===== src/rtl/demux_pkg.sv =====
// Shared definitions for the word-to-beat demultiplexer: FSM encodings,
// width helpers and the parameter legality rule used at elaboration.
package demux_pkg;

   localparam logic [0:0] ST_IDLE = 1'b0;
   localparam logic [0:0] ST_SEND = 1'b1;

   // Smallest n with 2**n >= value; 0 for value <= 1.
   function automatic int clog2(input int value);
      int result;
      result = 0;
      for (int i = 0; i < 31; i++) begin
         if ((32'sd1 <<< i) < value) begin
            result = i + 1;
         end
      end
      return result;
   endfunction

   function automatic int sel_width(input int num_ch);
      return (clog2(num_ch) < 1) ? 1 : clog2(num_ch);
   endfunction

   function automatic bit params_legal(input int mst_dwidth, input int sys_dwidth,
                                       input int num_ch, input int msb_first);
      bit ok;
      ok = (sys_dwidth > 0) && (mst_dwidth > 0);
      if (ok) begin
         ok = ((mst_dwidth % sys_dwidth) == 0) && ((mst_dwidth / sys_dwidth) >= 2);
      end
      ok = ok && (num_ch >= 1) && ((msb_first == 0) || (msb_first == 1));
      return ok;
   endfunction

endpackage


===== src/rtl/demux_ser_word_slicer.sv =====
// Combinational selection of one SYS_DWIDTH slice of the held word,
// ordered MSB-first or LSB-first by beat index.
module word_slicer
   import demux_pkg::*;
#(
   parameter int MST_DWIDTH = 32,
   parameter int SYS_DWIDTH = 8,
   parameter int MSB_FIRST  = 1,
   localparam int RATIO     = MST_DWIDTH / SYS_DWIDTH,
   localparam int BEAT_W    = clog2(RATIO)
) (
   input  logic [MST_DWIDTH-1:0] i_word,
   input  logic [BEAT_W-1:0]     i_beat,
   output logic [SYS_DWIDTH-1:0] o_slice
);

   localparam logic [BEAT_W:0] RATIO_L = (BEAT_W + 1)'(RATIO);

   logic [SYS_DWIDTH-1:0] w_slices [RATIO];

   for (genvar i = 0; i < RATIO; i++) begin : g_slice
      if (MSB_FIRST != 0) begin : g_msb
         assign w_slices[i] = i_word[MST_DWIDTH-1-i*SYS_DWIDTH -: SYS_DWIDTH];
      end else begin : g_lsb
         assign w_slices[i] = i_word[i*SYS_DWIDTH +: SYS_DWIDTH];
      end
   end

   // Beat index picks the slice; an index past the last slice yields zero.
   always_comb begin
      o_slice = {SYS_DWIDTH{1'b0}};
      if ({1'b0, i_beat} < RATIO_L) begin
         o_slice = w_slices[i_beat];
      end else begin
         o_slice = {SYS_DWIDTH{1'b0}};
      end
   end

endmodule


===== src/rtl/demux_ser.sv =====
// Routes wide master words to one of NUM_CH channels and serialises each
// word there as RATIO narrow beats under per-channel ready/valid.
module demux_ser
   import demux_pkg::*;
#(
   parameter int MST_DWIDTH = 32,
   parameter int SYS_DWIDTH = 8,
   parameter int NUM_CH     = 3,
   parameter int MSB_FIRST  = 1,
   localparam int RATIO     = MST_DWIDTH / SYS_DWIDTH,
   localparam int SEL_W     = sel_width(NUM_CH),
   localparam int BEAT_W    = clog2(RATIO)
) (
   input  logic                         clk_sys,
   input  logic                         rst_n,
   input  logic [SEL_W-1:0]             select,
   input  logic [MST_DWIDTH-1:0]        data_i,
   input  logic                         valid_i,
   output logic                         ready_o,
   output logic [NUM_CH*SYS_DWIDTH-1:0] data_o,
   output logic [NUM_CH-1:0]            valid_o,
   input  logic [NUM_CH-1:0]            ready_i,
   output logic                         drop_o
);

   if (!params_legal(MST_DWIDTH, SYS_DWIDTH, NUM_CH, MSB_FIRST)) begin : g_param_error
      $error("demux_ser: illegal parameters MST_DWIDTH=%0d SYS_DWIDTH=%0d NUM_CH=%0d MSB_FIRST=%0d",
             MST_DWIDTH, SYS_DWIDTH, NUM_CH, MSB_FIRST);
   end

   localparam logic [BEAT_W-1:0] LAST_BEAT = BEAT_W'(RATIO - 1);
   localparam logic [SEL_W:0]    NUM_CH_L  = (SEL_W + 1)'(NUM_CH);

   logic [0:0]                   r_state;
   logic [BEAT_W-1:0]            r_beat;
   logic [SEL_W-1:0]             r_ch;
   logic [MST_DWIDTH-1:0]        r_hold;
   logic                         r_drop;

   logic                         w_ch_ready;
   logic                         w_last;
   logic                         w_ready;
   logic                         w_accept;
   logic                         w_in_range;
   logic [SYS_DWIDTH-1:0]        w_slice;
   logic [NUM_CH-1:0]            w_valid;
   logic [NUM_CH*SYS_DWIDTH-1:0] w_data;

   word_slicer #(
      .MST_DWIDTH (MST_DWIDTH),
      .SYS_DWIDTH (SYS_DWIDTH),
      .MSB_FIRST  (MSB_FIRST)
   ) u_word_slicer (
      .i_word  (r_hold),
      .i_beat  (r_beat),
      .o_slice (w_slice)
   );

   // Ready of the currently owned channel; other channels' ready is ignored.
   always_comb begin
      w_ch_ready = 1'b0;
      for (int c = 0; c < NUM_CH; c++) begin
         w_ch_ready = w_ch_ready | (({1'b0, r_ch} == (SEL_W + 1)'(c)) & ready_i[c]);
      end
   end

   assign w_last     = (r_beat == LAST_BEAT);
   assign w_ready    = (r_state == ST_IDLE) | ((r_state == ST_SEND) & w_last & w_ch_ready);
   assign w_accept   = valid_i & w_ready;
   assign w_in_range = ({1'b0, select} < NUM_CH_L);

   // Word-level FSM: load, beat advance, back-to-back reload and drop.
   always_ff @(posedge clk_sys or negedge rst_n) begin
      if (!rst_n) begin
         r_state <= ST_IDLE;
         r_beat  <= {BEAT_W{1'b0}};
         r_ch    <= {SEL_W{1'b0}};
         r_hold  <= {MST_DWIDTH{1'b0}};
         r_drop  <= 1'b0;
      end else begin
         case (r_state)
            ST_IDLE: begin
               if (w_accept && w_in_range) begin
                  r_state <= ST_SEND;
                  r_hold  <= data_i;
                  r_ch    <= select;
                  r_beat  <= {BEAT_W{1'b0}};
                  r_drop  <= 1'b0;
               end else begin
                  r_drop  <= w_accept;
               end
            end
            ST_SEND: begin
               if (w_ch_ready && w_last) begin
                  if (w_accept && w_in_range) begin
                     r_hold  <= data_i;
                     r_ch    <= select;
                     r_beat  <= {BEAT_W{1'b0}};
                     r_drop  <= 1'b0;
                  end else begin
                     r_state <= ST_IDLE;
                     r_beat  <= {BEAT_W{1'b0}};
                     r_drop  <= w_accept;
                  end
               end else if (w_ch_ready) begin
                  r_beat <= r_beat + BEAT_W'(1'b1);
                  r_drop <= 1'b0;
               end else begin
                  r_drop <= 1'b0;
               end
            end
            default: begin
               r_state <= ST_IDLE;
               r_beat  <= {BEAT_W{1'b0}};
               r_drop  <= 1'b0;
            end
         endcase
      end
   end

   // Lane fan-out: only the owned channel sees valid and the current slice.
   always_comb begin
      w_valid = {NUM_CH{1'b0}};
      w_data  = {(NUM_CH * SYS_DWIDTH){1'b0}};
      if (r_state == ST_SEND) begin
         for (int c = 0; c < NUM_CH; c++) begin
            if ({1'b0, r_ch} == (SEL_W + 1)'(c)) begin
               w_valid[c]                         = 1'b1;
               w_data[c*SYS_DWIDTH +: SYS_DWIDTH] = w_slice;
            end else begin
               w_valid[c]                         = 1'b0;
               w_data[c*SYS_DWIDTH +: SYS_DWIDTH] = {SYS_DWIDTH{1'b0}};
            end
         end
      end else begin
         w_valid = {NUM_CH{1'b0}};
         w_data  = {(NUM_CH * SYS_DWIDTH){1'b0}};
      end
   end

   assign valid_o = w_valid;
   assign data_o  = w_data;
   assign drop_o  = r_drop;
   assign ready_o = w_ready;

endmodule


===== config.mk =====
export PLATFORM = sky130hd
export DESIGN_NAME = demux_ser
export DESIGN_NICKNAME = d
export VERILOG_FILES = /design/src/rtl/demux_pkg.sv /design/src/rtl/demux_ser_word_slicer.sv /design/src/rtl/demux_ser.sv
export SDC_FILE = /design/constraint.sdc
export NUM_CORES = 1
export LEC_CHECK = 0
export ABC_AREA = 1
export BUFFER_PORTS_ARGS = -buffer_cell sky130_fd_sc_hd__buf_2
export CORE_ASPECT_RATIO = 1.2
export CORE_MARGIN = 1.5
export CORE_UTILIZATION = 53
export CTS_CLUSTER_DIAMETER = 80
export CTS_CLUSTER_SIZE = 30
export DETAILED_ROUTE_END_ITERATION = 8
export GPL_TIMING_DRIVEN = 0
export PLACE_DENSITY = 0.85
export SLEW_MARGIN = 10
export SYNTH_ARGS = -nofsm -noshare
export SYNTH_HDL_FRONTEND = slang
export SYNTH_SLANG_ARGS = --single-unit
export TNS_END_PERCENT = 30

===== constraint.sdc =====
create_clock -name clk_sys -period 4.6 [get_ports clk_sys]
set_input_delay 1.15 -clock clk_sys [delete_from_list [all_inputs] [get_ports clk_sys]]
set_output_delay 1.15 -clock clk_sys [all_outputs]
set_load 0.1 [all_outputs]

# Yosys cells after proc, flatten, opt, wreduce, memory -nomap -nowiden
# Cells that the tools add are included.
[word_totals]
reg_bits = 38
latch_bits = 0
mem_bits_rw = 0
rom_bits = 0
input_bits = 40
output_inout_bits = 29
mem_count = 0
[op_classes]
add_sub_neg = 1
n_mul = 0
div_mod_pow = 0
magnitude_cmp = 2
eq_ne = 6
shifts = 0
mux = 27
bitwise_logic = 11
reduce_logical = 4
[ops]
columns = ["operator", "count"]
rows = [
  ["$mux 32", 2],
  ["$pmux 32 s2", 1],
  ["$mux 8", 5],
  ["$mux 24", 1],
  ["$bmux 8 s2", 1],
  ["$mux 2", 5],
  ["$pmux 2 s2", 2],
  ["$mux 1", 7],
  ["$and 1x1->1", 6],
  ["$eq 2x2->1 const B", 2],
  ["$ne 2x1->1 const B", 2],
  ["$pmux 1 s2", 2],
  ["$ge 3x3->1 const B", 1],
  ["$mux 3", 1],
  ["$ne 3x1->1 const B", 1],
  ["$not 2->3", 1],
  ["$or 1x1->1", 3],
  ["$add 2x1->2 const B", 1],
  ["$eq 2x1->1 const B", 1],
  ["$logic_and 1x1->1", 2],
  ["$logic_not 2->1", 1],
  ["$lt 2x2->1 const B", 1],
  ["$reduce_and 2->1", 1],
  ["$not 1->1", 1],
]

# Depth between registers and ports, before layout
# Gate-level depths: netlist (run 1).
[depth]
depth_word = 11
ltp_mapped = 10
mapped_depth_nobuf = 10

# Cells and area by module
# Synthesis (run 1) repeated with hierarchy kept, for this count alone.
[unflattened]
cells_unflattened = 310
area_unflattened_um2 = 2285.9
[by_module_without_submodules]
columns = ["mod", "n_inst", "cells_each", "area_each_um2", "seq_area_each_um2"]
rows = [
  ["demux_ser", 1, 216, 1890.6, 950.9],
  ["word_slicer", 1, 94, 395.4, 0.0],
]

# Worst setup path before layout (run 1)
# No wires, ideal clock.
[synth_path]
kind = "flip-flop to output port"
startpoint = "register r_beat[0]"
endpoint = "output data_o[13]"
arrival_time_ps = 2365
path_slack_ps = 1085
stages_incl_launch_ff = 6
path_buffers = 2
path_cell_list = "dfrtp_1 -> buf_2 -> buf_1 -> nand2_1 -> a32o_1 -> nor2_1"
[synth_via]
elab_chain_len = 6
[synth_rtl]
columns = ["item", "line", "source"]
rows = [
  ["start: declaration", "demux_ser.sv:35", "logic [BEAT_W-1:0] r_beat;"],
  ["start signal: assignment", "demux_ser.sv:76", "r_beat <= {BEAT_W{1'b0}};"],
  ["start signal: assignment", "demux_ser.sv:87", "r_beat <= {BEAT_W{1'b0}};"],
  ["start signal: assignment", "demux_ser.sv:98", "r_beat <= {BEAT_W{1'b0}};"],
  ["$not 2->3 (implied by the code)", "demux_ser_word_slicer.sv:33", "o_slice = w_slices[i_beat];"],
  ["$bmux 8 s2", "demux_ser_word_slicer.sv:33", ""],
  ["$mux 8 (implied by the code) (2 in a row)", "demux_ser_word_slicer.sv:33", ""],
  ["$mux 8", "demux_ser.sv:127", "if ({1'b0, r_ch} == (SEL_W + 1)'(c)) begin"],
  ["$mux 24", "demux_ser.sv:125", "if (r_state == ST_SEND) begin"],
  ["end: declaration", "demux_ser.sv:20", "output logic [NUM_CH*SYS_DWIDTH-1:0] data_o,"],
]
# No other way between the ends. The select of a mux whose other input is x is not followed.

# Worst setup path in the final report (run 1)
[layout_path]
startpoint = "register r_beat[0]"
endpoint = "output data_o[21]"
# The elaborated chain is that of the path after synthesis.

==> results.md, run 1 <==
* Status: completed
* Most numerous cell in the Yosys netlist: nand2_1
* Syn_area_per_cell at 7.45 um^2
* Nets at 369
* CTS tree: built
* Largest net degree at the start of global routing at 39
* CP dominant cell by count: buf_2
* Yosys warns at 0
* PwrDens at 267 nW/um^2
* #FFs+latches synth at 38
* Critical-path top delay cell: buf_2
* Worst r2r src: r_ch[1]
* Total die area at 3920 um^2
* Hold Path Class: flop to flop
* Share of cells above drive strength 1 at 0.274
* Met2 WL at 2300 um
* Post-synth top flop: dfrtp_1
* Crit-path cells: buf_2, buf_1, a21oi_1, a32o_1, nor2_1, buf_2
* Root buffer cell: clkbuf_8
* Total grt overflow at 0
* CP required at 3.45 ns
* Clock share of power at 0.439
* Port-buffer cells at 68
* Starting Density at 0.560
* Final min period at 3.36 ns
* Worst path bufs/invs at 3
* Fmax achieved at 298 MHz
* Drt first pass iters at 4
* Total Wirelength at 4690 um
* Setup TNS at 0 ns
* Vias in the first global route at 1657
* Async SR Flop Fraction at 1.00
* PostCTS Resize Cnt at 0
* Unrepaired setup endpoints after global routing: false
* Comb power frac at 0.036
* Synthesized area at 1880 um^2
* Placer Congestion at 0.827
* Crit-path max cell delay at 0.44 ns
* Xor and xnor fraction of the mapped netlist area at 0
* Vias per cell at 5.08
* Total Power at 0.636 mW
* CP startpoint: r_beat[0]
* Clock latency on the worst-skew pair at 0.30 ns
* Ant. Diodes at 0
* CP endpoint kind: output port
* Met3 routed WL at 279 um
* Clock buffer depth at 2
* Initial DRC count at 64
* Synth area leaders: dfrtp_1 (50%), nand2_1 (27%), nor2_1 (5.6%), a32o_1 (4.2%), a21oi_1 (2.1%)
* First-pass GRT wire length at 7600 um
* Die Wd at 57.4 um
* Largest family of logic cells by synthesized area: simple AND/OR/NAND/NOR gates
* CTS Hold Bufs at 0
* Clock Skews at 0.00891 ns
* Post-synth EDFFs at 0
* DR top layer: met4
* Total CTS buffers at 5
* Pins Over Slew Limit at 0
* Maximum fanout along the worst path at 10
* Post-CTS Repair Setup Buffers at 0
* H-tree Lvls at 2
* Register area share after synthesis at 0.505
* Sw Share at 0.203
* Clock transition at path regs at 0.07 ns
* Pre-CTS WS at 1.47 ns
* Max-cap violation count at 0
* IO Pins at 69
* Post-synth top cells: nand2_1 (138), dfrtp_1 (38), nor2_1 (28)
* Routed via count at 1860
* Final HPWL DP at 3500 um
* Critical path's top delay family: buffers and inverters
* Initial antenna violation count at 0
* IR drop worst, VDD at 0.000312 V
* Post-synthesis mux area share at 0
* Worst hold margin at 0.485 ns
* Post-route cell area at 2380 um^2
* Final setup viols at 0
* Final WS setup at 1.24 ns
* Synth top area share at 0.505
* Slew @ Worst Pin at 0.802 ns
* Internal at 0.507 mW
* Post-Synthesis Net Count at 294
* Synthesized instance count at 253
* Antenna Violating Nets Remaining at 0
* Cell Rows at 23
* Met1 WL at 2020 um
* P_leak at 1.39 nW
* WS Path Type: flop to output port
* Core ar. at 3370 um^2
* Reg power frac at 0.525
* Sw Pwr at 0.129 mW
* Total GRT Usage at 0.262
* Num Clock Sinks at 38
* Synth Area in Simple Gates at 0.359
* Slew headroom at 0.465
* Hold_sp: r_hold[25]
* Die H at 68.3 um
* Post-DR wirelength/cell at 12.8 um
* Yosys top cell by area: dfrtp_1
* Final period utilization at 0.731
* Area delta synth->final at 26.4%
* Compound-gate portion of the synthesized area at 0.0730
* Post-Synth Adder-Cell Area at 0.00664
* Synth cell types at 19
* Crit start category: flop
* # DRC at 0
* Arrival time worst endpoint at 2.21 ns
* Placement Cell Area at 2270 um^2
* Final hold vios at 0
==> metrics by stage <==
step,util,cells
4_1_cts,0.707,366
6_report,0.707,366
3_5_place_dp,0.674,358
2_1_floorplan,-,253
5_1_grt,0.707,366
3_3_place_gp,0.674,358
==> power by group through the flow <==
| stage | combinational (mW) | clock, mW | sequential (mW) |
|---|---|---|---|
| 2_1_floorplan | 0.000531 | 0 | 0.340 |
| 3_3_place_gp | 0.0232 | 0 | 0.340 |
| 3_5_place_dp | 0.0233 | 0 | 0.340 |
| 4_1_cts | 0.0234 | 0.282 | 0.334 |
| 5_1_grt | 0.0264 | 0.295 | 0.334 |
| 6_report | 0.0229 | 0.279 | 0.334 |
==> cells by family after synthesis <==
family / after synthesis
AOI/OAI and AO/OA: 19
adders and majority gates: 1
buffers and inverters: 23
DFF: 38
and+or+nand+nor: 172
==> worst min-delay path, cell delays in order (launching register included) <==
cell and delay, ns:
dfrtp_1 0.35, nand2_1 0.05, nand2_1 0.05
==> sequential cells by signal, indices dropped and copies added (netlist names) <==
| name | cells |
|---|---|
| r_beat | 2 |
| drop_o | 1 |
| r_ch | 2 |
| r_hold | 32 |
| r_state | 1 |
==> cell type report <==
cell class | instances | area, um^2
Clock inverter | 2 | 37.5
Inverter | 11 | 41.3
Clock buffer | 6 | 72.6
Tap cell | 37 | 46.3
Timing Repair Buffer | 68 | 340
Sequential cell | 38 | 951
Multi-Input combinational cell | 192 | 827
Fill cell | 298 | 986
Buffer | 12 | 65.1
==> final timing paths <==
| kind | endpoint | slack (ns) | cells past startpoint |
|---|---|---|---|
| max | data_o[21] | 1.24 | 6 |
| min reg2reg | r_hold[25] | 0.48 | 2 |
| max in group asynchronous | r_hold[23] | 3.15 | 1 |
| max reg2reg | r_hold[9] | 2.99 | 10 |
| min in group asynchronous | r_hold[12] | 0.93 | 1 |
| min | r_hold[25] | 0.48 | 2 |
==> layout by cell type (no fill, tap or decap), drive strengths merged <==
cell / count
o21ai: 2
clkinvlp: 1
clkbuf: 7
nand4: 2
o21a: 1
ha: 1
a32o: 8
bufinv: 1
nand2: 139
nand3: 3
inv: 10
nor2: 28
clkinv: 1
buf: 79
a21oi: 8
dfrtp: 38
==> metal layers <==
metal,GRT usage,vias up
li1,-,935
met1,0.344,851
met2,0.419,65
met3,0.0643,9
met4,0.0988,0
met5,0,-
No activity file was read; power rests on OpenSTA's default activity.
==> run 2: changes to the inputs <==
--- a/config.mk
+++ b/config.mk
@@ -9,12 +9,12 @@
 export BUFFER_PORTS_ARGS = -buffer_cell sky130_fd_sc_hd__buf_2
 export CORE_ASPECT_RATIO = 1.2
 export CORE_MARGIN = 1.5
-export CORE_UTILIZATION = 53
+export CORE_UTILIZATION = 44
 export CTS_CLUSTER_DIAMETER = 80
 export CTS_CLUSTER_SIZE = 30
 export DETAILED_ROUTE_END_ITERATION = 8
 export GPL_TIMING_DRIVEN = 0
-export PLACE_DENSITY = 0.85
+export PLACE_DENSITY = 0.75
 export SLEW_MARGIN = 10
 export SYNTH_ARGS = -nofsm -noshare
 export SYNTH_HDL_FRONTEND = slang
==> constraint.sdc (replaced) <==
create_clock -name clk_sys -period 3 [get_ports clk_sys]
set_input_delay 0.75 -clock clk_sys [delete_from_list [all_inputs] [get_ports clk_sys]]
set_output_delay 0.75 -clock clk_sys [all_outputs]
set_load 0.1 [all_outputs]
==> run 2 against run 1 <==
Non-clock buffer count unchanged. Worst setup slack lost 1.1 ns. Utilization shrank 10 points. First-iteration DRC count up 75%. Die area up 19%. Sequential share of layout area down 0.86 points. Worst hold slack worse by 0.0022 ns. Combinational power up 55%. Clock-buffer cell count is 1 lower. Global-route usage is 4.8 points lower. Register-to-register slack worse by 1.6 ns.
==> results.md, run 2 (synthesized netlist as in run 1, its figures left out) <==
* H-tree Lvls at 2 (unchanged)
* Final HPWL DP at 3460 um (-1.1%)
* Vias per cell at 4.80 (-5.5%)
* Final setup viols at 0 (unchanged)
* Drt first pass iters at 4 (unchanged)
* PwrDens at 397 nW/um^2 (+49%)
* Initial DRC count at 112 (+75%)
* # DRC at 0 (unchanged)
* IO Pins at 69 (unchanged)
* P_leak at 1.38 nW (-0.21%)
* Internal at 0.774 mW (+53%)
* Clock latency on the worst-skew pair at 0.28 ns (-0.02 ns)
* CP endpoint kind: output port
* Commonest non-fill, non-tap cells in the layout: nand2_1 (138), buf_2 (61), dfrtp_1 (38), nor2_1 (28), clkbuf_4 (13)
* Ant. Diodes at 0 (unchanged)
* Fmax achieved at 346 MHz
* Placed cell count at 375 (+4.7%)
* Layout Utilization at 0.603 (-0.104)
* Arrival time worst endpoint at 2.14 ns (-0.07 ns)
* Nets at 369 (unchanged)
* CTS Hold Bufs at 0 (unchanged)
* Comb power frac at 0.037 (about the same)
* Reg power frac at 0.530 (+0.005)
* Die Wd at 62.7 um (+9.2%)
* Reg2reg setup slack at 1.42 ns (-1.57 ns)
* First-pass GRT wire length at 7690 um (+1.3%)
* Num Clock Sinks at 38 (unchanged)
* Core ar. at 4040 um^2 (+20%)
* Share of cells above drive strength 1 at 0.277 (+0.00304)
* Total CTS buffers at 5 (unchanged)
* Final hold vios at 0 (unchanged)
* Clock transition at path regs at 0.07 ns (about the same)
* CP required at 2.25 ns (-1.20 ns)
* Final min period at 2.89 ns
* Total GRT Usage at 0.214 (-0.0479)
* Pre-CTS WS at 0.426 ns (-1.04 ns)
* Worst r2r src: r_ch[1]
* Die H at 74.7 um (+9.3%)
* Antenna Violating Nets Remaining at 0 (unchanged)
* Reg2reg path depth at 10 (unchanged)
* Post-DR wirelength/cell at 12.2 um (-5.0%)
* Starting Density at 0.467 (-0.0927)
* Unrepaired setup endpoints after global routing: false
* Clock share of power at 0.433 (-0.006)
* Hold EP: r_hold[13]
* Non-Filler Instances at 383 (+4.6%)
* Root buffer cell: clkbuf_8
* Commonest non-fill, non-tap cell in the layout: nand2_1
* Port-buffer cells at 68 (unchanged)
* Total die area at 4690 um^2 (+19%)
* R2r endpoint: r_hold[15]
* Total grt overflow at 0 (unchanged)
* Vias in the first global route at 1678 (+1.3%)
* Slew headroom at 0.452 (-0.0130)
* CTS tree: built
* IR drop worst, VDD at 0.000258 V (-17%)
* Sw Share at 0.198 (-0.00435)
* Maximum fanout along the worst path at 10 (unchanged)
* Post-CTS Repair Setup Buffers at 0 (unchanged)
* Pins Over Slew Limit at 0 (unchanged)
* Biggest regs: r_hold (32), r_beat (2), r_ch (2)
* Final period utilization at 0.964
* Max-cap violation count at 0 (unchanged)
* Largest net degree at the start of global routing at 39 (unchanged)
* Cell Rows at 25 (+8.7%)
* Clock Skews at 0.00306 ns (-0.00585 ns)
* Hold path depth at 2 (unchanged)
* Most flops, register: r_hold
* Status: completed
* Hold_sp: r_hold[13]
* Area delta synth->final at 29.1%
* Clock buffer depth at 2 (unchanged)
* Hold Path Class: flop to flop
* WS Path Type: flop to output port
* Slew @ Worst Pin at 0.822 ns (+0.0194 ns)
* Total Wirelength at 4670 um (-0.60%)
* Initial antenna violation count at 0 (unchanged)
* Sw Pwr at 0.191 mW (+49%)
* Largest register FFs at 32 (unchanged)
* Routed via count at 1839 (-1.1%)
* Placer Congestion at 0.854 (+3.3%)
* Crit start category: flop
* Final WS setup at 0.109 ns (-1.13 ns)
==> run 2: through the flow <==
step           setup TNS, ns  total power [mW]  hold WS [ns]  cell area, um^2
4_1_cts                    0             0.975         0.485             2400
6_report                   0             0.966         0.483             2430
3_3_place_gp               0             0.558         0.463             2290
3_5_place_dp               0             0.558         0.466             2290
5_1_grt                    0             0.998         0.501             2430
2_1_floorplan          -2.59             0.523         0.449             1880
==> run 2: power groups by stage <==
stage               clock [mW]  combinational, mW  sequential, mW
floorplan                    0           0.000814           0.522
global placement             0             0.0361           0.522
detailed placement           0             0.0361           0.522
CTS                      0.427             0.0364           0.512
global route             0.447             0.0396           0.512
finish                   0.418             0.0355           0.512
==> run 2: final cells by class <==
cell class	instances	area [um^2]
fillers	405	1600
flip-flops and latches	38	951
multi-input cells	192	827
repair buffers	68	373
clock buffers	5	68.8
well taps	54	67.6
plain buffers	12	65.1
inverters	11	41.3
clock inverters	3	40.0
==> run 2: metal layers <==
layer | vias up | wire length, um | GRT usage
met5 | - | 0 | 0
met4 | 0 | 37 | 0.106
met3 | 2 | 294 | 0.0299
met2 | 64 | 2260 | 0.366
met1 | 839 | 2080 | 0.273
li1 | 934 | - | -
==> run 2: worst max path at each step <==
stage              start    endpoint  slack [ns]  cells after the start
5_1_grt        r_beat[0]   data_o[8]       0.004                      6
6_report       r_beat[0]   data_o[4]        0.11                      6
4_1_cts        r_beat[0]  data_o[20]        0.11                      6
3_3_place_gp   r_beat[0]   data_o[4]        0.47                      6
3_5_place_dp   r_beat[0]  data_o[20]        0.43                      6
2_1_floorplan  r_beat[0]  data_o[13]       -0.11                      5
==> run 2: worst max-delay path, cell delays in order (launching register included) <==
cell and delay, ns:
dfrtp_1 0.35, buf_2 0.20, buf_1 0.38, a21oi_1 0.14, a32o_1 0.26, nor2_1 0.09
buf_2 0.44
==> run 2: repair_timing <==
item / in CTS / in global routing
setup endpoints to repair: 0 / 13
endpoints found under the hold margin: 0 / 0
resized for setup: 0 / 13
